File: config.mk
export PLATFORM = sky130hd
export DESIGN_NAME = fetch_stage
export DESIGN_NICKNAME = d
export VERILOG_FILES = /design/src/rtl/fetch_pkg.sv /design/src/rtl/fetch_ctrl.sv /design/src/rtl/fetch_stage.sv
export SDC_FILE = /design/constraint.sdc
export NUM_CORES = 1
export LEC_CHECK = 0
export BUFFER_PORTS_ARGS = -buffer_cell sky130_fd_sc_hd__buf_4
export CORE_MARGIN = 1
export CORE_UTILIZATION = 55
export CTS_CLUSTER_DIAMETER = 100
export DETAILED_ROUTE_END_ITERATION = 8
export PLACE_DENSITY_LB_ADDON = 0.2
export SLEW_MARGIN = 20
export SYNTH_ARGS = -nofsm -noshare
export SYNTH_HDL_FRONTEND = slang
export SYNTH_SLANG_ARGS = --single-unit
File: constraint.sdc
create_clock -name clk -period 3.2 [get_ports clk]
set_input_delay 0.16 -clock clk [delete_from_list [all_inputs] [get_ports clk]]
set_output_delay 0.16 -clock clk [all_outputs]
set_load 0.1 [all_outputs]
File: src/rtl/fetch_pkg.sv
// -----------------------------------------------------------------------------
// fetch_pkg
// Shared definitions for the instruction-fetch stage.
//   fetch_state_e  : fetch FSM state encoding
//   BUBBLE_INSTR   : instruction word loaded into F/D for a bubble
//   PC_STEP        : byte distance between consecutive instructions
//   PC_READ_OFFSET : offset of the R15 read value from the instruction address
// -----------------------------------------------------------------------------
package fetch_pkg;

    typedef enum logic [1:0] {
        ST_IDLE  = 2'd0,
        ST_REQ   = 2'd1,
        ST_HOLD  = 2'd2,
        ST_DRAIN = 2'd3
    } fetch_state_e;

    localparam logic [31:0] BUBBLE_INSTR   = 32'h0000_0000;
    localparam int unsigned PC_STEP        = 4;
    localparam int unsigned PC_READ_OFFSET = 8;

endpackage

File: src/rtl/fetch_ctrl.sv
// -----------------------------------------------------------------------------
// fetch_ctrl
// Fetch FSM: owns the request address, the pending redirect target and a
// one-entry hold buffer for an instruction that arrives while fetch is stalled.
// Ports:
//   clk, reset         clock, asynchronous active-low reset
//   stall_f            hold fetch (no delivery towards D)
//   redir, target      redirect request and its (already prioritised) target
//   imem_req/addr      request to instruction memory
//   imem_ack/rdata     response from instruction memory
//   deliver            strobe: an instruction is handed to D this cycle
//   deliver_instr/addr the handed-over instruction and its address
// -----------------------------------------------------------------------------
module fetch_ctrl
    import fetch_pkg::*;
#(
    parameter int unsigned     WIDTH    = 32,
    parameter logic [WIDTH-1:0] RESET_PC = '0
) (
    input  logic             clk,
    input  logic             reset,
    input  logic             stall_f,
    input  logic             redir,
    input  logic [WIDTH-1:0] target,
    output logic             imem_req,
    output logic [WIDTH-1:0] imem_addr,
    input  logic             imem_ack,
    input  logic [WIDTH-1:0] imem_rdata,
    output logic             deliver,
    output logic [WIDTH-1:0] deliver_instr,
    output logic [WIDTH-1:0] deliver_addr
);

    localparam logic [WIDTH-1:0] STEP = WIDTH'(PC_STEP);

    fetch_state_e     state_q, state_d;
    logic [WIDTH-1:0] req_addr_q, req_addr_d;
    logic [WIDTH-1:0] redir_pc_q, redir_pc_d;
    logic [WIDTH-1:0] buf_instr_q, buf_instr_d;
    logic [WIDTH-1:0] buf_addr_q, buf_addr_d;

    always_ff @(posedge clk or negedge reset) begin
        if (!reset) begin
            state_q     <= ST_IDLE;
            req_addr_q  <= RESET_PC;
            redir_pc_q  <= '0;
            buf_instr_q <= '0;
            buf_addr_q  <= '0;
        end else begin
            state_q     <= state_d;
            req_addr_q  <= req_addr_d;
            redir_pc_q  <= redir_pc_d;
            buf_instr_q <= buf_instr_d;
            buf_addr_q  <= buf_addr_d;
        end
    end

    // The request address is held while a request is outstanding, so the
    // address output is simply the register.
    assign imem_addr = req_addr_q;

    always_comb begin
        state_d       = state_q;
        req_addr_d    = req_addr_q;
        redir_pc_d    = redir_pc_q;
        buf_instr_d   = buf_instr_q;
        buf_addr_d    = buf_addr_q;
        imem_req      = 1'b0;
        deliver       = 1'b0;
        deliver_instr = imem_rdata;
        deliver_addr  = req_addr_q;

        case (state_q)
            ST_IDLE: begin
                state_d = ST_REQ;
                if (redir) begin
                    req_addr_d = target;
                end
            end

            ST_REQ: begin
                imem_req = 1'b1;
                if (imem_ack) begin
                    if (redir) begin
                        // Returned word is on the wrong path: drop it.
                        req_addr_d = target;
                    end else if (!stall_f) begin
                        deliver    = 1'b1;
                        req_addr_d = req_addr_q + STEP;
                    end else begin
                        buf_instr_d = imem_rdata;
                        buf_addr_d  = req_addr_q;
                        state_d     = ST_HOLD;
                    end
                end else if (redir) begin
                    // The request must still complete; remember where to go.
                    redir_pc_d = target;
                    state_d    = ST_DRAIN;
                end
            end

            ST_HOLD: begin
                if (redir) begin
                    req_addr_d = target;
                    state_d    = ST_REQ;
                end else if (!stall_f) begin
                    deliver       = 1'b1;
                    deliver_instr = buf_instr_q;
                    deliver_addr  = buf_addr_q;
                    req_addr_d    = buf_addr_q + STEP;
                    state_d       = ST_REQ;
                end
            end

            ST_DRAIN: begin
                imem_req = 1'b1;
                if (redir) begin
                    redir_pc_d = target;
                end
                if (imem_ack) begin
                    // A redirect in the ack cycle is newer than the stored one.
                    req_addr_d = redir ? target : redir_pc_q;
                    state_d    = ST_REQ;
                end
            end

            default: begin
                state_d = ST_IDLE;
            end
        endcase
    end

endmodule

File: src/rtl/fetch_stage.sv
// -----------------------------------------------------------------------------
// fetch_stage
// Instruction-fetch stage: prioritises redirects, runs the fetch controller and
// holds the F/D pipeline register feeding decode.
// Ports:
//   clk, reset               clock, asynchronous active-low reset
//   StallF, StallD, FlushD   hazard-unit controls
//   BranchTakenE/ALUResultE  branch redirect from Execute (higher priority)
//   PCSrcW/ResultW           PC-write redirect from Writeback
//   imem_*                   req/ack instruction-memory port
//   InstrD, PCPlus8D, ValidD registered F/D outputs
// -----------------------------------------------------------------------------
module fetch_stage
    import fetch_pkg::*;
#(
    parameter int unsigned      WIDTH    = 32,
    parameter logic [WIDTH-1:0] RESET_PC = 32'h0000_0000
) (
    input  logic             clk,
    input  logic             reset,
    input  logic             StallF,
    input  logic             StallD,
    input  logic             FlushD,
    input  logic             BranchTakenE,
    input  logic [WIDTH-1:0] ALUResultE,
    input  logic             PCSrcW,
    input  logic [WIDTH-1:0] ResultW,
    output logic             imem_req,
    output logic [WIDTH-1:0] imem_addr,
    input  logic             imem_ack,
    input  logic [WIDTH-1:0] imem_rdata,
    output logic [WIDTH-1:0] InstrD,
    output logic [WIDTH-1:0] PCPlus8D,
    output logic             ValidD
);

    localparam logic [WIDTH-1:0] READ_OFS = WIDTH'(PC_READ_OFFSET);
    localparam logic [WIDTH-1:0] BUBBLE   = WIDTH'(BUBBLE_INSTR);

    logic             redir;
    logic [WIDTH-1:0] target;
    logic             deliver;
    logic [WIDTH-1:0] deliver_instr;
    logic [WIDTH-1:0] deliver_addr;

    logic [WIDTH-1:0] fd_instr_q, fd_instr_d;
    logic [WIDTH-1:0] fd_pc8_q, fd_pc8_d;
    logic             fd_valid_q, fd_valid_d;

    // Execute-stage branch is younger than the Writeback PC write, so it wins.
    assign redir  = BranchTakenE | PCSrcW;
    assign target = BranchTakenE ? ALUResultE : ResultW;

    fetch_ctrl #(
        .WIDTH    (WIDTH),
        .RESET_PC (RESET_PC)
    ) u_ctrl (
        .clk           (clk),
        .reset         (reset),
        .stall_f       (StallF),
        .redir         (redir),
        .target        (target),
        .imem_req      (imem_req),
        .imem_addr     (imem_addr),
        .imem_ack      (imem_ack),
        .imem_rdata    (imem_rdata),
        .deliver       (deliver),
        .deliver_instr (deliver_instr),
        .deliver_addr  (deliver_addr)
    );

    always_comb begin
        fd_instr_d = fd_instr_q;
        fd_pc8_d   = fd_pc8_q;
        fd_valid_d = fd_valid_q;
        if (FlushD) begin
            fd_instr_d = BUBBLE;
            fd_pc8_d   = '0;
            fd_valid_d = 1'b0;
        end else if (!StallD) begin
            if (deliver) begin
                fd_instr_d = deliver_instr;
                fd_pc8_d   = deliver_addr + READ_OFS;
                fd_valid_d = 1'b1;
            end else begin
                fd_instr_d = BUBBLE;
                fd_pc8_d   = '0;
                fd_valid_d = 1'b0;
            end
        end
    end

    always_ff @(posedge clk or negedge reset) begin
        if (!reset) begin
            fd_instr_q <= BUBBLE;
            fd_pc8_q   <= '0;
            fd_valid_q <= 1'b0;
        end else begin
            fd_instr_q <= fd_instr_d;
            fd_pc8_q   <= fd_pc8_d;
            fd_valid_q <= fd_valid_d;
        end
    end

    assign InstrD   = fd_instr_q;
    assign PCPlus8D = fd_pc8_q;
    assign ValidD   = fd_valid_q;

endmodule

==> results.toml, run 1 <==
[run_status]
status = "completed"

[critical_path]
cp-start-kind = "flop"
cp.required_ps = 3550
end_kind = "flop"
crit_type = "reg -> reg"
cp.arrival_ps = 3220
cp_max_fo = 41

[clock_network]
cts_sinks = 195
post-cts-setup-buffers = 0
insertion_delay_ps = 440
cts.clk_slew.worst_paths_ps = 80
cts_tree = "built"
postCtsHoldBufs = 37
htree_num_levels = 4
cts.path.max_buffers = 2
root_buffer = "clkbuf_16"
cts_buffers = 17
ctsResizeCount = 0

[routing]
vias_per_cell = 6.08
dr.pass1.iters = 5
drt-total-wl_um = 34100
initialDrtViolationCount = 1133
wire_per_inst_um = 19.7
vias = 10500
drtAntennaViolNets = 0
drc_errors = 0

[grt]
antenna_found_initial = 0
grt_max_degree = 108
gr-total-overflow = 0
grt_use_total_pct = 32.4
grt_pass1_vias = 10100
grt_pass1_wl_um = 55000

[timing]
fmax_ghz = 0.347
slew_headroom_pct = 35.0
slew_violations = 0
fin_hold_ws_ps = 19.6
final_hold_viol_count = 0
post-route-period-util_pct = 90.0
min_period_ps = 2880
fin_skew_ps = 13.1
setup_viol = 0
fin_ws_ps = 322
rsz0062_at_grt = "false"
tightestPinTransition_ps = 972
setup_tns_ps = 0

[power]
p_leak_nw = 6.52
p_int_mw = 6.35
pwr-share-clk_pct = 17.5
p_comb_share_pct = 47.3
p_switching_mw = 6.17
ir_drop_mv = 0.770
seqPwrFrac_pct = 35.3
swShare_pct = 49.3
powerDensity_nw_per_um2 = 883

[cells_and_area]
num-fill-cells = 1629
diodes = 0
area_growth_pct = 24.1
drive_above_1_share_pct = 24.8
layout.nets = 1561

[floorplanning]
die_area_um2 = 21300
core_area_um2 = 20300
chipWidth_um = 146
initial_core_util_pct = 56.2
ios = 202
die_h_um = 146
std_cell_rows = 52

[place]
place_congestion = 0.930
port_buffers = 201
dp_hpwl_um = 23800
post-place-ws_ps = 427

[synthesis]
synth_seq_area_share_pct = 42.7
synth_seq_cells = 195
synth_mux_area_share_pct = 13.4
synthAdderAreaFrac_pct = 0.767
yosys.area_share.simple_pct = 17.2
synth-compound-area-share_pct = 16.3
synthArstFlopShare_pct = 100
synthesis.nets = 1366
synth_top_family_by_area = "simple AND/OR/NAND/NOR gates"
synth_xor_area_share_pct = 5.29
synthDistinctLibCells = 66
synth_edf_count = 0
ys_warn_count = 0
syn_avg_cell_area_um2 = 9.10
postSynthCellCount = 1255
syn_area_um2 = 11400
synthFlopType = "dfrtp_1"

[run]
cap_violations = 0

[hold_path]
holdCritPathClass = "in -> reg"
-- state kept, by name, summed over array words and instances (netlist names) --
register            cells
u_ctrl.imem_addr       32
u_ctrl.buf_addr_q      32
u_ctrl.redir_pc_q      32
InstrD                 32
u_ctrl.state_q          2
PCPlus8D               32
u_ctrl.buf_instr_q     32
ValidD                  1
-- power by group through the flow --
stage	Combinational [mW]	Sequential (mW)	Clock (mW)
after floorplan	3.06	5.41	0
after global placement	5.67	4.36	0
after detailed placement	5.75	4.41	0
after CTS	5.85	4.36	2.21
after global routing	6.30	4.53	2.30
final	5.92	4.41	2.18
-- worst max-delay path, stage by stage, from the launching register on --
cell     delay (ps)
dfrtp_1         400
inv_1           110
ha_1            260
or4b_4          300
buf_4           500
nand2_1         240
o22ai_2         440
nand4_1         180
xnor2_1         160
o21ai_0         200
-- stage by stage --
step	area, µm²	instances	utilization, %	total power, mW
2_1_floorplan	11400	1255	-	8.46
5_1_grt	14200	1733	69.8	13.1
3_5_place_dp	13200	1664	65.0	10.2
3_3_place_gp	13200	1664	65.0	10.0
6_report	14200	1733	69.8	12.5
4_1_cts	14200	1733	69.8	12.4
-- cells by family (layout without fill, tap and decap cells) --
logic type               Yosys count  after routing
AO/OA/AOI/OAI                    309            309
XOR/XNOR                          69             69
adder cells (fa/ha/maj)            7              7
buffers and inverters            114            322
flip-flops                       195            195
multiplexers                     145            145
AND/OR/NAND/NOR                  416            416
-- layer usage --
layer,share of wire (%),global-route usage (%),wire (µm),up-vias
met5,0,0,0,-
met4,2.5,9.90,856,0
met3,8.9,6.38,3040,68
met2,46,50.1,15600,563
met1,43,46.0,14600,5004
li1,-,-,-,4898
-- cells in the final DEF, fill, tap and decap left out, types with 20 or more instances in the layout --
cell	instances
a21oi_1	104
and3_1	20
buf_4	237
dfrtp_1	195
dlygate4sd3_1	37
mux2_2	65
mux2i_1	80
nand2_1	152
nand3_1	42
nand4_1	38
nor2_1	99
o21ai_0	100
xnor2_1	48
xor2_1	21
-- cell usage after synthesis (3+ instances only) --
cell	count	share of area, %
dfrtp_1	195	43
nand2_1	152	5.0
a21oi_1	104	4.6
nor2_1	100	3.3
o21ai_0	100	4.4
mux2i_1	80	7.0
mux2_2	65	6.4
clkbuf_1	57	1.9
xnor2_1	48	3.7
nand3_1	42	1.8
nand4_1	38	2.1
buf_2	36	1.6
and3_1	21	1.2
xor2_1	21	1.6
o22ai_1	14	0.77
inv_1	11	0.36
nor3_1	11	0.48
a22o_1	9	0.69
a31oi_1	8	0.44
nand2b_1	8	0.44
nor4_1	8	0.44
o211ai_1	8	0.53
ha_1	7	0.77
nor2b_1	7	0.38
o221ai_1	7	0.54
a211oi_1	6	0.39
a22oi_1	6	0.39
buf_1	6	0.20
o31ai_1	6	0.39
o21a_1	5	0.33
or2_2	5	0.27
and2_1	4	0.22
nor3b_1	4	0.26
a21o_1	3	0.20
a221o_1	3	0.26
a221oi_1	3	0.23
nor4_2	3	0.33
o2111ai_1	3	0.23
o32ai_1	3	0.23
or4_1	3	0.20
-- path summary, 6_finish.rpt --
kind	endpoint	slack [ps]	cells after the start	from
min in group asynchronous	PCPlus8D[6]$_DFFE_PN0P_	380	2	reset
max in group asynchronous	u_ctrl.imem_addr[17]$_DFFE_PN0P_	1900	3	reset
min reg2reg	InstrD[28]$_DFFE_PN0P_	480	2	InstrD[28]$_DFFE_PN0P_
max reg2reg	PCPlus8D[31]$_DFFE_PN0P_	320	9	u_ctrl.state_q[0]$_DFFE_PN0P_
min	u_ctrl.redir_pc_q[28]$_DFFE_PN0P_	20	3	ALUResultE[28]
max	PCPlus8D[31]$_DFFE_PN0P_	320	9	u_ctrl.state_q[0]$_DFFE_PN0P_
-- area by class of cell --
class                   instances  area, µm²  share of cell area, %
clock buffers                  17        425                   3.00
flip-flops and latches        195       4880                   34.4
well taps                     270        338                   2.38
inverters                      11       41.3                  0.291
clock inverters                15        174                   1.23
repair buffers                279       2240                   15.8
multi-input cells             946       6070                   42.8
Note: power is estimated with default switching activity, not from simulation.
==> run 2, diff against run 1 <==
--- a/config.mk
+++ b/config.mk
@@ -6,8 +6,10 @@
 export NUM_CORES = 1
 export LEC_CHECK = 0
 export BUFFER_PORTS_ARGS = -buffer_cell sky130_fd_sc_hd__buf_4
+export CELL_PAD_IN_SITES_DETAIL_PLACEMENT = 0
+export CELL_PAD_IN_SITES_GLOBAL_PLACEMENT = 1
 export CORE_MARGIN = 1
-export CORE_UTILIZATION = 55
+export CORE_UTILIZATION = 43
 export CTS_CLUSTER_DIAMETER = 100
 export DETAILED_ROUTE_END_ITERATION = 8
 export PLACE_DENSITY_LB_ADDON = 0.2
==> constraint.sdc (replaced) <==
create_clock -name clk -period 2.85 [get_ports clk]
set_input_delay 0.1425 -clock clk [delete_from_list [all_inputs] [get_ports clk]]
set_output_delay 0.1425 -clock clk [all_outputs]
set_load 0.1 [all_outputs]
==> run 2 against run 1 <==
Net effect: via count shrank 3.0%; hold slack lost 13 ps; maximum frequency grew 6.7%; global-route usage shrank 6.0 points; clock power grew 14%.
==> results.toml, run 2 (synthesis results as in run 1) <==
[cells_and_area]
final_common_cell = "buf_4"
fin_area_um2 = 14400
final_cells = 1819
layout.nets = 1582
multi_input_area_um2 = 6070
diodes = 0
num-fill-cells = 2413
area_growth_pct = 26.5
layout_common_cells = "buf_4, dfrtp_1, nand2_1"
drive_above_1_share_pct = 25.8
regArea_um2 = 4880
postLayoutCoreUtil_pct = 55.4

[power]
p_total_mw = 14.2
pwr-share-clk_pct = 17.4
powerDensity_nw_per_um2 = 987
swShare_pct = 49.2
ir_drop_mv = 0.769
p_switching_mw = 7.01
seqPwrFrac_pct = 33.4
p_leak_nw = 6.63
p_comb_share_pct = 49.2
p_int_mw = 7.24

[critical_path]
cp.arrival_ps = 3030
rrSetupSlack_ps = 150
crit_chain = "inv_1 > ha_1 > or4b_4 > nand2_1 > nand2_1 > ha_1 > buf_4 > nand2_1 > nor2_1 > xor2_1 > a221o_1"
crit_family = "simple AND/OR/NAND/NOR gates"
cp_common_cell = "nand2_1"
cp.required_ps = 3190
timing.rr.start = "u_ctrl.state_q[0]$_DFFE_PN0P_"
cp_max_fo = 11
slowest_stage = "or4b_4"
cp-start-kind = "flop"
critPathMaxStageDelay_ps = 600
crit_buf_inv = 2
end_kind = "flop"
startpoint = "u_ctrl.state_q[0]$_DFFE_PN0P_"
crit_type = "reg -> reg"

[grt]
grt_pass1_wl_um = 54900
grt_max_degree = 77
gr-total-overflow = 0
grt_use_total_pct = 26.3
grt_pass1_vias = 9521
antenna_found_initial = 0

[routing]
dr.pass1.iters = 5
vias_per_cell = 5.62
initialDrtViolationCount = 919
drtAntennaViolNets = 0
drt-total-wl_um = 35300
vias = 10200
drc_errors = 0
wire_per_inst_um = 19.4

[floorplanning]
initial_core_util_pct = 43.8
ios = 202
std_cell_rows = 59
die_area_um2 = 27200
chipWidth_um = 165
core_area_um2 = 26100
die_h_um = 165

[timing]
fmax_ghz = 0.371
setup_tns_ps = 0
slew_headroom_pct = 31.0
min_period_ps = 2700
fin_skew_ps = 17.4
final_hold_viol_count = 0
setup_viol = 0
rsz0062_at_grt = "false"
slew_violations = 0
tightestPinTransition_ps = 1030
post-route-period-util_pct = 94.6

[run_status]
status = "completed"

[clock_network]
cts.clk_slew.worst_paths_ps = 80
cts_sinks = 195
cts_tree = "built"
cts_buffers = 17
htree_num_levels = 4
post-cts-setup-buffers = 0
root_buffer = "clkbuf_16"
cts.path.max_buffers = 2
insertion_delay_ps = 450

[hold_path]
hold_start = "ALUResultE[25]"
holdCritPathClass = "in -> reg"

[place]
dp.cells = 1748
dp_hpwl_um = 25400
place_area_um2 = 13400
port_buffers = 201
place_congestion = 0.864

[run]
cap_violations = 0
run 2: final cells by class:
cell class              count  share of cell area (%)
well taps                 335                    2.90
flip-flops and latches    195                    33.8
clock inverters            15                    1.29
repair buffers            300                    16.7
multi-input cells         946                    42.1
inverters                  11                   0.286
clock buffers              17                    2.95
run 2: timing repair:
action,4_1_cts,5_1_grt
hold endpoints to repair,119,0
setup endpoints to repair,0,13
gates resized for setup,0,2
hold buffers,39,0
run 2: final timing paths:
path,to,depth (start not counted)
min in group asynchronous,InstrD[26]$_DFFE_PN0P_,2
max reg2reg,PCPlus8D[11]$_DFFE_PN0P_,11
max,PCPlus8D[11]$_DFFE_PN0P_,11
min,u_ctrl.redir_pc_q[25]$_DFFE_PN0P_,3
min reg2reg,ValidD$_DFFE_PN0P_,2
max in group asynchronous,u_ctrl.buf_addr_q[25]$_DFFE_PN0P_,3
run 2: per-layer routing:
metal,up-vias,wire length [µm],global-route usage (%)
met4,0,591,6.84
met2,390,15800,40.1
met3,40,2060,3.64
li1,4931,-,-
met1,4857,16800,39.0
met5,-,0,0
run 2: metrics by stage:
stage | setup WS [ps] | hold WS [ps]
after CTS | 51.1 | 1.58
after floorplan | 64.6 | -153
after global routing | 16.9 | 5.94
after detailed placement | 70.5 | 218
final | 153 | 6.69
after global placement | 163 | 224
run 2: power by group through the flow:
stage	Sequential (mW)	Combinational [mW]	Clock [mW]
global route	4.88	7.50	2.64
floorplan	6.07	3.43	0
finish	4.76	7.01	2.48
global placement	4.75	6.84	0
CTS	4.72	6.96	2.52
detailed placement	4.78	6.89	0
run 2: worst register-to-register path, stage by stage (launching register included):
cell and delay, ps:
dfrtp_1 420, inv_1 130, ha_1 270, or4b_4 600, nand2_1 110, nand2_1 80, ha_1 200, buf_4 160
nand2_1 100, nor2_1 70, xor2_1 130, a221o_1 320
